### src/rtl/pc16.sv
// 16-bit program counter: register with a CLR > LOAD > INC > hold mux chain in front,
// a half-adder ripple incrementer and a registered one-cycle WRAP flag.
module pc16 #(
  parameter int               WIDTH       = 16,
  parameter logic [WIDTH-1:0] RESET_VALUE = '0
) (
  input  logic             CLK,
  input  logic             RST,
  input  logic [WIDTH-1:0] IN,
  input  logic             LOAD,
  input  logic             INC,
  input  logic             CLR,
  output logic [WIDTH-1:0] OUT,
  output logic             WRAP
);

  logic [WIDTH-1:0] inc_sum;
  logic             c_out;
  logic [WIDTH-1:0] sel_inc;
  logic [WIDTH-1:0] sel_load;
  logic [WIDTH-1:0] sel_clr;
  logic             wrap_nxt;

  function automatic logic [WIDTH-1:0] mux_w(input logic [WIDTH-1:0] a,
                                             input logic [WIDTH-1:0] b,
                                             input logic             sel);
    mux_w = sel ? b : a;
  endfunction

  // Half-adder ripple with carry-in tied high; c_out is set only when OUT is all ones.
  always_comb begin
    logic c;
    c       = 1'b1;
    inc_sum = '0;
    for (int i = 0; i < WIDTH; i++) begin
      inc_sum[i] = OUT[i] ^ c;
      c          = OUT[i] & c;
    end
    c_out = c;
  end

  assign sel_inc  = mux_w(OUT, inc_sum, INC);
  assign sel_load = mux_w(sel_inc, IN, LOAD);
  assign sel_clr  = mux_w(sel_load, RESET_VALUE, CLR);
  assign wrap_nxt = INC & ~LOAD & ~CLR & c_out;

  always_ff @(posedge CLK or posedge RST) begin
    if (RST) begin
      OUT  <= RESET_VALUE;
      WRAP <= 1'b0;
    end else begin
      OUT  <= sel_clr;
      WRAP <= wrap_nxt;
    end
  end

endmodule
### config.mk
export PLATFORM = sky130hd
export DESIGN_NAME = pc16
export DESIGN_NICKNAME = d
export VERILOG_FILES = /design/src/rtl/pc16.sv
export SDC_FILE = /design/constraint.sdc
export NUM_CORES = 1
export LEC_CHECK = 0
export ABC_CLOCK_PERIOD_IN_PS = 3450
export BUFFER_PORTS_ARGS = -buffer_cell sky130_fd_sc_hd__buf_2
export CORE_MARGIN = 1.5
export CORE_UTILIZATION = 44
export DETAILED_ROUTE_END_ITERATION = 7
export GPL_TIMING_DRIVEN = 0
export PLACE_DENSITY = 0.78
export SYNTH_ARGS = -nofsm -noshare
export SYNTH_HDL_FRONTEND = slang
export SYNTH_SLANG_ARGS = --single-unit
### constraint.sdc
create_clock -name CLK -period 3.45 [get_ports CLK]
set_input_delay 0.69 -clock CLK [delete_from_list [all_inputs] [get_ports CLK]]
set_output_delay 0.69 -clock CLK [all_outputs]
set_load 0.03 [all_outputs]
==> run_results.csv <==
group,metric,value,unit
timing,relSlewSlack,54.6,%
pwr,leakagePower,0.702,nW
timing,setup_slack,130,ps
worst_setup_path,crit_required,3640,ps
synth,yosysTopAreaCell,"dfrtp_1",
worst_setup_path,path_common_cell,"ha_2",
clock_network,cts_tree,"built",
placed_design,io_buffers,35,
layout,n_antenna_cell,0,
detailed_routing,wl_per_cell,13.1,um
worst_setup_path,cp_slowest_cell,"dfrtp_2",
floorplanning,initial_core_util,47.4,%
placed_design,hpwl,1530,um
worst_setup_path,crit_buf_inv,0,
floorplanning,placeableCoreArea,0.00225,mm2
synth,syn_nets,126,
pwr,peakVddDrop,220,uV
hold_path,hp-class,"primary input to asynchronous set/reset pin",
floorplanning,num_io_pins,38,
global_route,grt_usage,17.7,%
synth,syn_inst,90,
worst_setup_path,path_delay_family,"adder cells",
floorplanning,dieArea,0.00273,mm2
worst_setup_path,cp-end-kind,"register",
synth,yosysSeqAreaShare,39.8,%
global_route,grt_max_degree,18,
detailed_routing,vias,806,
synth,ys_top_cells_by_area,"dfrtp_1, ha_1, mux2i_1, a211oi_1, nor2b_1",
clock_network,cts_buffers,3,
floorplanning,num_rows,17,
layout,layout_commonest_cell,"buf_2",
worst_setup_path,cpPeakStageDelay,420,ps
global_route,grt_pass1_wl,3570,um
worst_setup_path,setup.worst_path.start_class,"register",
synth,ys_types,15,
clock_network,htree_levels,1,
timing,min_period_over_period,96.2,%
global_route,antenna_found_initial,0,
detailed_routing,dr.pass1.iters,1,
synth,syn_area,0.00107,mm2
layout,final_util,62.8,%
job,drv_cap,0,
worst_setup_path,cp_cell_sequence,"ha_2, ha_1, ha_2, ha_2, ha_2, ha_2, ha_2, ha_2, ha_2, ha_2, ha_4, ha_4, ha_4, ha_4, ha_4, mux2i_1, a211oi_1",
floorplanning,die_w,52.3,um
worst_setup_path,cp.arrival,3510,ps
clock_network,cts_root_buf,"clkbuf_4",
clock_network,cts.sinks,17,
placed_design,dp_worst_setup_slack,-71.1,ps
pwr,p_per_area,321,mW/mm2
timing,slew_violations,0,
clock_network,cts_hold_buf,0,
layout,area_growth_syn_to_layout,32.4,%
detailed_routing,finalWirelength,2100,um
synth,syn_area_per_cell,11.9,um2
detailed_routing,drc,0,
detailed_routing,vias_per_cell,5.04,
timing,rsz0062_at_grt,"no",
synth,yosysWarnings,0,
global_route,grt_pass1_vias,830,
global_route,grt.overflow.total,0,
placed_design,gp_congestion,0.725,
detailed_routing,ant_nets,0,
timing,setup_violations,0,
clock_network,clk_path_buf_depth,2,
layout,final_cell_mix,"buf_2, nor2b_1, dfrtp_1, mux2i_1, a211oi_1",
timing,hold_viol,0,
timing,fin_skew,5.90,ps
timing,tightest_slew,680,ps
worst_setup_path,critPathKind,"register to register",
timing,max_freq,0.301,GHz
layout,drive_gt1_share,47.0,%
floorplanning,die_y,52.3,um
clock_network,clkTransAtPathRegs,100,ps
clock_network,clk_latency,280,ps
run_status,status,"complete, no violations",
timing,min_period,3320,ps
worst_setup_path,critPathMaxFanout,2,
detailed_routing,first_iter_violations,0,
layout,layout.nets,169,
synth,netlist.area_leader.share,39.8,%
timing,tns,0,ps
synth,yosys_register_bits,17,
==> per-stage QoR <==
stage	power, mW	hold WS (ps)	instance area [um2]	instances
floorplan	0.308	616	1080	90
global placement	0.341	599	1290	153
detailed placement	0.345	613	1290	153
CTS	0.453	509	1350	159
global route	0.484	519	1420	160
finish	0.454	486	1420	160
==> cell usage after synthesis (all sizes together) <==
master  instances
a211oi         16
buf             4
clkbuf          2
dfrtp          17
ha             15
inv             2
mux2i          15
nand2           1
nor2b          16
nor3            1
xnor2           1
==> flip-flops by register name, indices dropped and copies added, names as in the netlist <==
signal and flops:
OUT 16, WRAP 1
==> power by group <==
group	leakage (nW)	switching, mW	total [mW]	internal [mW]
sequential	0.219	0.0130	0.226	0.213
clock	0.0150	0.0613	0.106	0.0448
combinational	0.468	0.0700	0.122	0.0517
total	0.702	0.144	0.454	0.310
==> timing repair <==
action | CTS | global route
endpoints found under the setup margin | 2 | 1
pin swaps | 1 | 1
gates resized for setup | 7 | 7
buffers inserted | 2 | 1
==> worst paths after layout <==
kind | start | slack (ps) | end | cells past startpoint
max | OUT[1] | 130 | OUT[15] | 17
min | RST | 490 | OUT[13] | 2
max reg2reg | OUT[1] | 130 | OUT[15] | 17
min reg2reg | OUT[10] | 650 | OUT[10] | 2
max in group asynchronous | RST | 2490 | OUT[0] | 2
min in group CLK | OUT[10] | 650 | OUT[10] | 2
==> kinds of logic after synthesis <==
kind of cell / synth area share, %
and+or+nand+nor: 10.2
buffers and inverters: 5.85
DFF: 39.8
AOI/OAI and AO/OA: 11.7
adders and majority gates: 17.6
muxes: 14.1
xor gates and xnor gates: 0.820
==> routing by layer <==
metal | part of all wire, % | up-vias | track usage (%)
li1 | - | 409 | -
met1 | 44 | 381 | 21.9
met2 | 51 | 14 | 30.2
met3 | 3.0 | 2 | 2.57
met4 | 1.3 | 0 | 7.69
met5 | 0 | - | 0
==> final cells by class <==
type / instances / area [um2]
timing repair buffer: 38 / 198
multi-input combinational: 65 / 666
buffer: 6 / 55.1
sequential: 17 / 428
fill: 205 / 840
inverter: 2 / 7.51
tap: 28 / 35.0
clock buffer: 4 / 26.3
Power figures use the tool's default switching activity.
